===== src/rtl/sobel_rgb_joiner_pkg.sv =====
// Shared definitions for the Sobel RGB joiner.
// Holds the channel/pixel widths, the frame-counter width, the coordinate
// width helper and the pixel packing function ({B,G,R}, R in the low byte).
package sobel_rgb_joiner_pkg;

  localparam int CHAN_W      = 8;
  localparam int NUM_CHAN    = 3;
  localparam int PIX_W       = NUM_CHAN * CHAN_W;
  localparam int FRAME_CNT_W = 16;

  // Field offsets inside a packed pixel; same layout as the filter's rgb input.
  localparam int R_OFS = 0;
  localparam int G_OFS = 8;
  localparam int B_OFS = 16;

  // Width of a coordinate counter covering 0..n-1 (never narrower than 1 bit).
  function automatic int coordW(input int n);
    return (n <= 2) ? 1 : $clog2(n);
  endfunction

  // ch[0]=R, ch[1]=G, ch[2]=B
  function automatic logic [PIX_W-1:0] packPix(input logic [NUM_CHAN-1:0][CHAN_W-1:0] ch);
    logic [PIX_W-1:0] p;
    p = '0;
    p[R_OFS +: CHAN_W] = ch[0];
    p[G_OFS +: CHAN_W] = ch[1];
    p[B_OFS +: CHAN_W] = ch[2];
    return p;
  endfunction

endpackage


===== src/rtl/sobel_rgb_joiner_chan_fifo.sv =====
// chan_fifo: single-channel sample FIFO used once per colour channel.
// Ports:
//   clk, rstN          clock, async active-low reset
//   pushVld, pushData  write side; the write is dropped while full
//   pop                read request; ignored while empty
//   popData            head entry (valid while !empty)
//   full, empty        registered status flags
module chan_fifo
  import sobel_rgb_joiner_pkg::*;
#(
  parameter int DEPTH = 4,
  parameter int W     = CHAN_W
) (
  input  logic         clk,
  input  logic         rstN,
  input  logic         pushVld,
  input  logic [W-1:0] pushData,
  input  logic         pop,
  output logic [W-1:0] popData,
  output logic         full,
  output logic         empty
);

  localparam int AW = $clog2(DEPTH);

  logic [W-1:0]  mem [DEPTH];
  logic [AW-1:0] wrPtr, rdPtr;
  logic [AW:0]   count, countNxt;
  logic          doPush, doPop;

  // A full FIFO refuses a push even when a pop frees a slot on the same edge,
  // so full (and the upstream busy) depends only on registered state.
  assign doPush  = pushVld && !full;
  assign doPop   = pop && !empty;
  assign popData = mem[rdPtr];

  always_comb begin
    countNxt = count;
    if (doPush && !doPop)      countNxt = count + 1'b1;
    else if (!doPush && doPop) countNxt = count - 1'b1;
  end

  always_ff @(posedge clk or negedge rstN) begin
    if (!rstN) begin
      wrPtr <= '0;
      rdPtr <= '0;
      count <= '0;
      full  <= 1'b0;
      empty <= 1'b1;
    end else begin
      if (doPush) wrPtr <= wrPtr + 1'b1;
      if (doPop)  rdPtr <= rdPtr + 1'b1;
      count <= countNxt;
      full  <= (countNxt == (AW+1)'(DEPTH));
      empty <= (countNxt == '0);
    end
  end

  // Storage needs no reset; occupancy alone decides what is readable.
  always_ff @(posedge clk) begin
    if (doPush) mem[wrPtr] <= pushData;
  end

endmodule


===== src/rtl/sobel_rgb_joiner.sv =====
// sobel_rgb_joiner: joins the filter's independent R/G/B sample streams into
// packed 24-bit pixels tagged with raster coordinates and frame markers.
// Ports:
//   i_clk, i_rst                       clock, async active-low reset
//   i_newX_vld/_data/_busy (X=R,G,B)   per-channel input handshake
//   o_pix_busy                         downstream stall
//   o_pix_vld/_data/_x/_y/_last        packed pixel output (registered)
//   o_frame_done                       one-cycle pulse after last pixel leaves
//   o_frame_cnt                        completed frames (wrapping)
module sobel_rgb_joiner
  import sobel_rgb_joiner_pkg::*;
#(
  parameter int IMG_W      = 256,
  parameter int IMG_H      = 256,
  parameter int FIFO_DEPTH = 4,
  localparam int XW = coordW(IMG_W),
  localparam int YW = coordW(IMG_H)
) (
  input  logic                   i_clk,
  input  logic                   i_rst,
  input  logic                   i_newR_vld,
  input  logic [CHAN_W-1:0]      i_newR_data,
  output logic                   i_newR_busy,
  input  logic                   i_newG_vld,
  input  logic [CHAN_W-1:0]      i_newG_data,
  output logic                   i_newG_busy,
  input  logic                   i_newB_vld,
  input  logic [CHAN_W-1:0]      i_newB_data,
  output logic                   i_newB_busy,
  input  logic                   o_pix_busy,
  output logic                   o_pix_vld,
  output logic [PIX_W-1:0]       o_pix_data,
  output logic [XW-1:0]          o_pix_x,
  output logic [YW-1:0]          o_pix_y,
  output logic                   o_pix_last,
  output logic                   o_frame_done,
  output logic [FRAME_CNT_W-1:0] o_frame_cnt
);

  // Channel index 0=R, 1=G, 2=B throughout.
  logic [NUM_CHAN-1:0]             chVld, chFull, chEmpty;
  logic [NUM_CHAN-1:0][CHAN_W-1:0] chData, chHead;

  assign chVld  = {i_newB_vld, i_newG_vld, i_newR_vld};
  assign chData = {i_newB_data, i_newG_data, i_newR_data};
  assign i_newR_busy = chFull[0];
  assign i_newG_busy = chFull[1];
  assign i_newB_busy = chFull[2];

  logic outFree, load, xfer, atXEnd, atYEnd;
  logic [XW-1:0] x;
  logic [YW-1:0] y;

  assign outFree = !o_pix_vld || !o_pix_busy;
  assign load    = outFree && !(|chEmpty);
  assign xfer    = o_pix_vld && !o_pix_busy;
  assign atXEnd  = (x == XW'(IMG_W - 1));
  assign atYEnd  = (y == YW'(IMG_H - 1));

  for (genvar c = 0; c < NUM_CHAN; c++) begin : gChan
    chan_fifo #(.DEPTH(FIFO_DEPTH), .W(CHAN_W)) uFifo (
      .clk      (i_clk),
      .rstN     (i_rst),
      .pushVld  (chVld[c]),
      .pushData (chData[c]),
      .pop      (load),
      .popData  (chHead[c]),
      .full     (chFull[c]),
      .empty    (chEmpty[c])
    );
  end

  // Coordinates advance on each load: every loaded pixel leaves through exactly
  // one output transfer, so x/y always name the next pixel to be loaded.
  always_ff @(posedge i_clk or negedge i_rst) begin
    if (!i_rst) begin
      x            <= '0;
      y            <= '0;
      o_pix_vld    <= 1'b0;
      o_pix_data   <= '0;
      o_pix_x      <= '0;
      o_pix_y      <= '0;
      o_pix_last   <= 1'b0;
      o_frame_done <= 1'b0;
      o_frame_cnt  <= '0;
    end else begin
      if (load) begin
        o_pix_vld  <= 1'b1;
        o_pix_data <= packPix(chHead);
        o_pix_x    <= x;
        o_pix_y    <= y;
        o_pix_last <= atXEnd && atYEnd;
        x <= atXEnd ? '0 : x + 1'b1;
        if (atXEnd) y <= atYEnd ? '0 : y + 1'b1;
      end else if (outFree) begin
        o_pix_vld <= 1'b0;
      end
      o_frame_done <= xfer && o_pix_last;
      if (xfer && o_pix_last) o_frame_cnt <= o_frame_cnt + 1'b1;
    end
  end

endmodule

===== config.mk =====
export PLATFORM = sky130hd
export DESIGN_NAME = sobel_rgb_joiner
export DESIGN_NICKNAME = d
export VERILOG_FILES = /design/src/rtl/sobel_rgb_joiner_pkg.sv /design/src/rtl/sobel_rgb_joiner_chan_fifo.sv /design/src/rtl/sobel_rgb_joiner.sv
export SDC_FILE = /design/constraint.sdc
export NUM_CORES = 1
export LEC_CHECK = 0
export CAP_MARGIN = 20
export CELL_PAD_IN_SITES_DETAIL_PLACEMENT = 1
export CELL_PAD_IN_SITES_GLOBAL_PLACEMENT = 1
export CORE_ASPECT_RATIO = 0.5
export CORE_UTILIZATION = 40
export CTS_CLUSTER_SIZE = 24
export DETAILED_ROUTE_END_ITERATION = 16
export GPL_TIMING_DRIVEN = 0
export PLACE_DENSITY = 0.74
export SYNTH_ARGS = -nofsm -noshare
export SYNTH_HDL_FRONTEND = slang
export SYNTH_HIERARCHICAL = 1
export SYNTH_SLANG_ARGS = --single-unit

===== constraint.sdc =====
create_clock -name i_clk -period 2 [get_ports i_clk]
set_input_delay 0.2 -clock i_clk [delete_from_list [all_inputs] [get_ports i_clk]]
set_output_delay 0.2 -clock i_clk [all_outputs]
set_load 0.02 [all_outputs]

==> results of run 1 <==
==> through the flow <==
| step | worst slack [ns] | instance area [um2] | TNS [ns] | power, W |
|---|---|---|---|---|
| 2_1_floorplan | -0.0315 | 8190 | -0.0629 | 0.00953 |
| 3_3_place_gp | -4.04 | 9430 | -377.80 | 0.0111 |
| 3_5_place_dp | -0.587 | 9450 | -15.71 | 0.0113 |
| 4_1_cts | 0.00204 | 10100 | 0 | 0.0149 |
| 5_1_grt | -0.0252 | 10200 | -0.0389 | 0.0157 |
| 6_report | 0.0376 | 10200 | 0 | 0.0148 |
==> power breakdown <==
group / switching, W / internal [W]
clock: 0.00149 / 0.00185
sequential: 0.000587 / 0.00538
combinational: 0.00265 / 0.00283
==> how the worst max path moves through the flow <==
| stage | startpoint | to | slack, ns | cells after the start |
|---|---|---|---|---|
| 3_5_place_dp | o_pix_busy | gChan[1].uFifo/full$_DFF_PN0_ | -0.59 | 7 |
| 5_1_grt | gChan[0].uFifo/empty$_DFF_PN1_ | gChan[1].uFifo/full$_DFF_PN0_ | -0.03 | 7 |
| 6_report | gChan[0].uFifo/empty$_DFF_PN1_ | gChan[1].uFifo/full$_DFF_PN0_ | 0.04 | 7 |
| 4_1_cts | o_pix_vld$_DFFE_PN0P_ | gChan[1].uFifo/empty$_DFF_PN1_ | 0.002 | 7 |
| 2_1_floorplan | o_pix_vld$_DFFE_PN0P_ | gChan[2].uFifo/full$_DFF_PN0_ | -0.03 | 6 |
| 3_3_place_gp | i_rst | o_pix_vld$_DFFE_PN0P_ | -4.04 | 1 |
==> synthesized netlist by cell type (2+ instances only) <==
cell       number
nand3b_1        4
dfstp_2         3
nand4_1        10
and2b_1         2
inv_1          16
a2bb2oi_1       2
mux2_2         41
edfxtp_1       96
or2b_1          2
nand3_1        10
or4_4           2
nand2b_1        2
o21ai_0        11
a21oi_1         4
nand2_1        26
buf_6           3
clkbuf_1        3
o31ai_1         4
and2_2          8
nor2b_4         4
dfrtp_1        99
and4_1          3
or2b_2          2
a21boi_0        3
ha_1           21
xnor2_1        35
nor2_1         18
xor2_1          4
and3_1          7
a211oi_1        2
and2_1          4
nor2_2          2
mux4_2         24
nor3b_1         2
a211oi_2        3
nor3_1          8
buf_2           8
==> worst max-delay path, stage by stage (launching register included) <==
cell	delay, ns
dfstp_2	0.59
a2111oi_4	0.07
buf_6	0.16
buf_4	0.13
or2b_2	0.20
nor2_2	0.05
or4_4	0.50
a211oi_2	0.19
==> routing by layer <==
| metal | track usage | share of wire | vias to the layer above |
|---|---|---|---|
| met3 | 0.0420 | 0.029 | 16 |
| met5 | 0 | 0 | - |
| met2 | 0.282 | 0.51 | 65 |
| met1 | 0.210 | 0.45 | 2382 |
| li1 | - | - | 2130 |
| met4 | 0.0373 | 0.0084 | 0 |
==> repair_timing <==
| action | in CTS | in global routing |
|---|---|---|
| endpoints found under the hold margin | 34 | 0 |
| pin swaps | 1 | 1 |
| setup buffers | 8 | 5 |
| hold buffers | 1 | 0 |
| setup endpoints to repair | 13 | 12 |
| gates cloned | 0 | 0 |
| resized for setup | 2 | 6 |
==> registers in the layout (all words and copies together), names as in the netlist, 8 cells and up <==
register           cells
o_pix_x                8
gChan.uFifo/count      9
gChan.uFifo/mem       96
o_pix_data            24
o_pix_y                8
o_frame_cnt           16
x                      8
y                      8
==> kinds of logic after synthesis <==
kind of cell             after synthesis
buffers and inverters                 30
multiplexers                          65
AND/OR/NAND/NOR                      122
XOR/XNOR                              39
flip-flops                           198
adder cells (fa/ha/maj)               21
AO/OA/AOI/OAI                         35
==> area by class of cell <==
class | instances | area [um2] | share of cell area
Buffer | 14 | 91.3 | 0.00899
Clock buffer | 21 | 440 | 0.0433
Clock inverter | 11 | 124 | 0.0122
Inverter | 16 | 60.1 | 0.00591
Multi-Input combinational cell | 282 | 2620 | 0.258
Sequential cell | 198 | 5440 | 0.535
Tap cell | 266 | 333 | 0.0327
Timing Repair Buffer | 106 | 1060 | 0.104
==> metrics.txt, run 1 <==
status=finished clean; Pins Over Slew Limit=0; worst path arrival time=2.31 ns; H-Tree Depth=4; number of synthesized flops with an enable pin=96; gr usage total=0.164; flops & latches, synth=198; total power density per cell area=1450 nW/um2; Layout Utilization=0.515; worst slew pin tran=0.584 ns; CTS tree=built; HPWL Detailed=10.9 mm; Chip Height=103 um; Clock transition at path regs=approximately 0.07 ns; R2R depth=7; Die ar.=around 21000 um2; Mapped Nets=~560; Worst Hold Class=primary input to async pin; top cells by area, synth=edfxtp_1 35%, dfrtp_1 30%, mux4_2 6.6%; crit path kind=flip-flop to flip-flop; Syn Std Cell Area=8180 um2; hold slack=0.315 ns; FP Rows=36; RR Endpoint=gChan[1].uFifo/full$_DFF_PN0_; DRC=0; Yosys cell types=49; Mean Syn Cell Area=about 16 um2; fraction of layout cells with a size suffix above 1=0.238; largest area contributor in the netlist=edfxtp_1; worst-path maximum fanout=8; total core area=19700 um2; Starting Density=0.415; most frequent cells in the layout=98 x dfrtp_1, 96 x edfxtp_1, 90 x clkdlybuf4s50_1, 41 x mux2_2, 34 x xnor2_1; CTS max path bufs=2; Avg WL per Cell=between 15 and 20 um; clock root cell=clkbuf_16; synthesized instance count=510; Adder-Cell Fraction of Synth Area=0.0321; VDD IR max=0.000714 V; Tcrit/Tclk final=0.981; post-route insts no fill=914; P&R area growth vs syn=24.3%; Max-slew headroom=0.610; Inst Count DP=just under 900; critical path endpoint category=flip-flop; largest net degree at the start of global routing=67; Fmax achieved=0.510 GHz; Critical Path RT=roughly 2.4 ns; mux share of post-synthesis cell area=0.123; DRT Wirelength=~16 mm; share of the synthesized area in the top cell type=0.353; vias=roughly 4600; final setup fails=0; # IOs=92; reg2reg setup slack=about 0.038 ns; Ant. Diodes=0; antenna violation net count after detailed routing=0; TritonCTS Buffers=17; R2R Path Start=gChan[0].uFifo/empty$_DFF_PN1_; xor-xnor portion of the synthesized cell area=0.0418; initial antenna violation count=0; Synth Area in Simple Gates=0.0880; DR vias/cell=5.03; global route overflow=0; initial drt markers=211; # nets final=686; Critical Path Source Type=flip-flop; final hold viol count=0; Most used DFF post-synth=dfrtp_1; sequential area share after synthesis=0.665; gpl congestion=0.784; YS warnings=6; Buffers on Ports=91; Static Leak=between 3 and 4 nW; clock sink count=roughly 200; worst clock skew=0.00909 ns; Synth Area in Compound Gates=0.0327; first-pass GRT wire length=25.9 mm; RSZ-0062 raised after global routing=true; most common cell after layout, fill and taps aside=dfrtp_1; main combinational cell family by area after synthesis=multiplexers; DIE WIDTH=204 um; post-layout min period=between 1.5 and 2 ns; vias in the first global route=4842; worst skew pair latency=0.43 ns; FILL cells=1914; fraction of registers with async set/reset=0.515; detailed-router iteration count before antenna repair=4; max cap viols=0
Note: power is estimated with default switching activity, not from simulation.
==> inputs of run 2 (changes only) <==
Settings changed: MAX_ROUTING_LAYER from default to met4, SLEW_MARGIN from default to 20.
==> run 2 against run 1 <==
Net effect:
- clock power is 6.3% higher
- core utilization is 0.11 points higher
- combinational power hardly changed
- critical path depth is 1 lower
- maximum frequency hardly changed
==> metrics.txt, run 2 (synthesis results as in run 1) <==
status=finished clean; Cell Int Power=about 0.01 W; final setup TNS=0 ns; worst-path maximum fanout=5; max cap viols=0; Die ar.=21100 um2; Chip Height=103 um; worst path arrival time=approximately 2.3 ns; worst slew pin tran=around 0.60 ns; hold slack=0.211 ns; initial antenna violation count=0; Sw Share=0.317; Tcrit/Tclk final=0.980; Top Registers=gChan.uFifo/mem (96), o_pix_data (24), o_frame_cnt (16); worst clock skew=0.0140 ns; # nets final=684; post-layout min period=1.96 ns; # IOs=92; pre-CTS setup slack=-0.606 ns; DR vias/cell=between 5 and 6; antenna violation net count after detailed routing=0; Clock transition at path regs=0.07 ns; most common cell after layout, fill and taps aside=dfrtp_1; vias in the first global route=4875; largest net degree at the start of global routing=between 70 and 80; vias=roughly 4600; R2R depth=6; P&R area growth vs syn=24.6%; CTS max path bufs=2; clock power share=0.236; detailed-router iteration count before antenna repair=6; Ant. Diodes=0; crit path kind=flip-flop to flip-flop; gpl congestion=around 0.8; Worst Hold Class=primary input to async pin; Worst Setup Slack, final=0.0390 ns; total power density per cell area=between 1000 and 1500 nW/um2; FP Rows=36; gr usage total=0.172; Max-slew headroom=0.601; Fmax achieved=0.510 GHz; final hold viol count=0; Starting Density=0.415; global route overflow=0; total core area=19700 um2; register with the most flip-flops=gChan.uFifo/mem; Buffers on Ports=roughly 90; Largest register FFs=96; final setup fails=0; CTS tree=built; R2R Path Start=gChan[0].uFifo/empty$_DFF_PN1_; DRT Wirelength=16.3 mm; critical path endpoint category=flip-flop; TritonCTS Buffers=17; DRC=0; clock sink count=198; HPWL Detailed=10.8 mm; Static Leak=3.96 nW; post-route insts no fill=~910; VDD IR max=between 0.0006 and 0.0007 V; reg2reg setup slack=slightly below 0.04 ns; DIE WIDTH=204 um; worst skew pair latency=0.43 ns; first-pass GRT wire length=26.2 mm; Seq pwr share=0.398; most frequent cells in the layout=98 x dfrtp_1, 96 x edfxtp_1, 90 x clkdlybuf4s50_1, 41 x mux2_2, 34 x xnor2_1; initial drt markers=154; Avg WL per Cell=17.8 um; RR Endpoint=gChan[2].uFifo/full$_DFF_PN0_; fraction of layout cells with a size suffix above 1=0.238; Inst Count DP=868; sw power=0.00476 W; RSZ-0062 raised after global routing=true; H-Tree Depth=4; Combinational Power Share=0.366; clock root cell=clkbuf_16; Critical Path RT=2.35 ns; Pins Over Slew Limit=0; Critical Path Source Type=flip-flop
run 2: changes by cell type in the layout (fill, tap and decap cells not counted), moves of 2 or more:
cell,delta
buf_4,-4
nor2_2,+2
nor2_1,-2
inv_4,+2
clkbuf_8,+2
a21boi_0,+2
a21boi_1,-2
run 2: what timing repair did:
item / 4_1_cts / 5_1_grt
pin swaps: 1 / 1
setup buffers: 6 / 4
setup endpoints to repair: 13 / 11
cloned: 1 / 0
hold buffers: 1 / 0
hold endpoints to repair: 26 / 0
resized for setup: 3 / 3
run 2: per-stage QoR:
stage	instance area, um2	utilization	total power, W
3_3_place_gp	9430	0.478	0.0111
6_report	10200	0.516	0.0150
5_1_grt	10200	0.516	0.0159
3_5_place_dp	9460	0.479	0.0113
4_1_cts	10100	0.514	0.0151
2_1_floorplan	8190	-	0.00953
run 2: layer usage:
| layer | routed length (um) | GRT usage |
|---|---|---|
| met1 | 7460 | 0.215 |
| met2 | 8280 | 0.288 |
| met3 | 409 | 0.0357 |
| met4 | 112 | 0.0431 |
| met5 | 0 | - |
run 2: final cells by class:
class	count	area (um2)
Inverter	16	60.1
Clock inverter	10	141
Fill cell	1912	9540
Clock buffer	22	464
Buffer	14	91.3
Timing Repair Buffer	104	1040
Multi-Input combinational cell	282	2610
Tap cell	266	333
Sequential cell	198	5440
run 2: worst max-delay path by stage:
stage	startpoint	end	slack (ns)	cells past startpoint
final	gChan[0].uFifo/empty$_DFF_PN1_	gChan[2].uFifo/full$_DFF_PN0_	0.04	6
after floorplan	o_pix_vld$_DFFE_PN0P_	gChan[2].uFifo/full$_DFF_PN0_	-0.03	6
after global routing	o_pix_vld$_DFFE_PN0P_	gChan[2].uFifo/full$_DFF_PN0_	-0.06	6
after CTS	o_pix_vld$_DFFE_PN0P_	gChan[2].uFifo/full$_DFF_PN0_	-0.002	6
after global placement	i_rst	o_pix_vld$_DFFE_PN0P_	-4.04	1
after detailed placement	o_pix_busy	gChan[2].uFifo/full$_DFF_PN0_	-0.61	7
run 2: critical path, stage by stage (launching register included):
cell and delay [ns]:
dfstp_2 0.43, a2111oi_4 0.36, buf_6 0.19, and2b_2 0.21
nor2_2 0.05, or4_4 0.43, a211oi_2 0.20
run 2: power by group through the flow:
stage | registers (W) | clock network [W] | logic, W
2_1_floorplan | 0.00630 | 0 | 0.00322
3_3_place_gp | 0.00600 | 0 | 0.00506
3_5_place_dp | 0.00607 | 0 | 0.00524
4_1_cts | 0.00599 | 0.00364 | 0.00548
5_1_grt | 0.00610 | 0.00380 | 0.00602
6_report | 0.00597 | 0.00355 | 0.00549
==> inputs of run 3 (changes only) <==
Settings changed: CAP_MARGIN 20 to default.
==> results of run 3 <==
No change in the layout: final DEF, timing and power equal those of run 2.
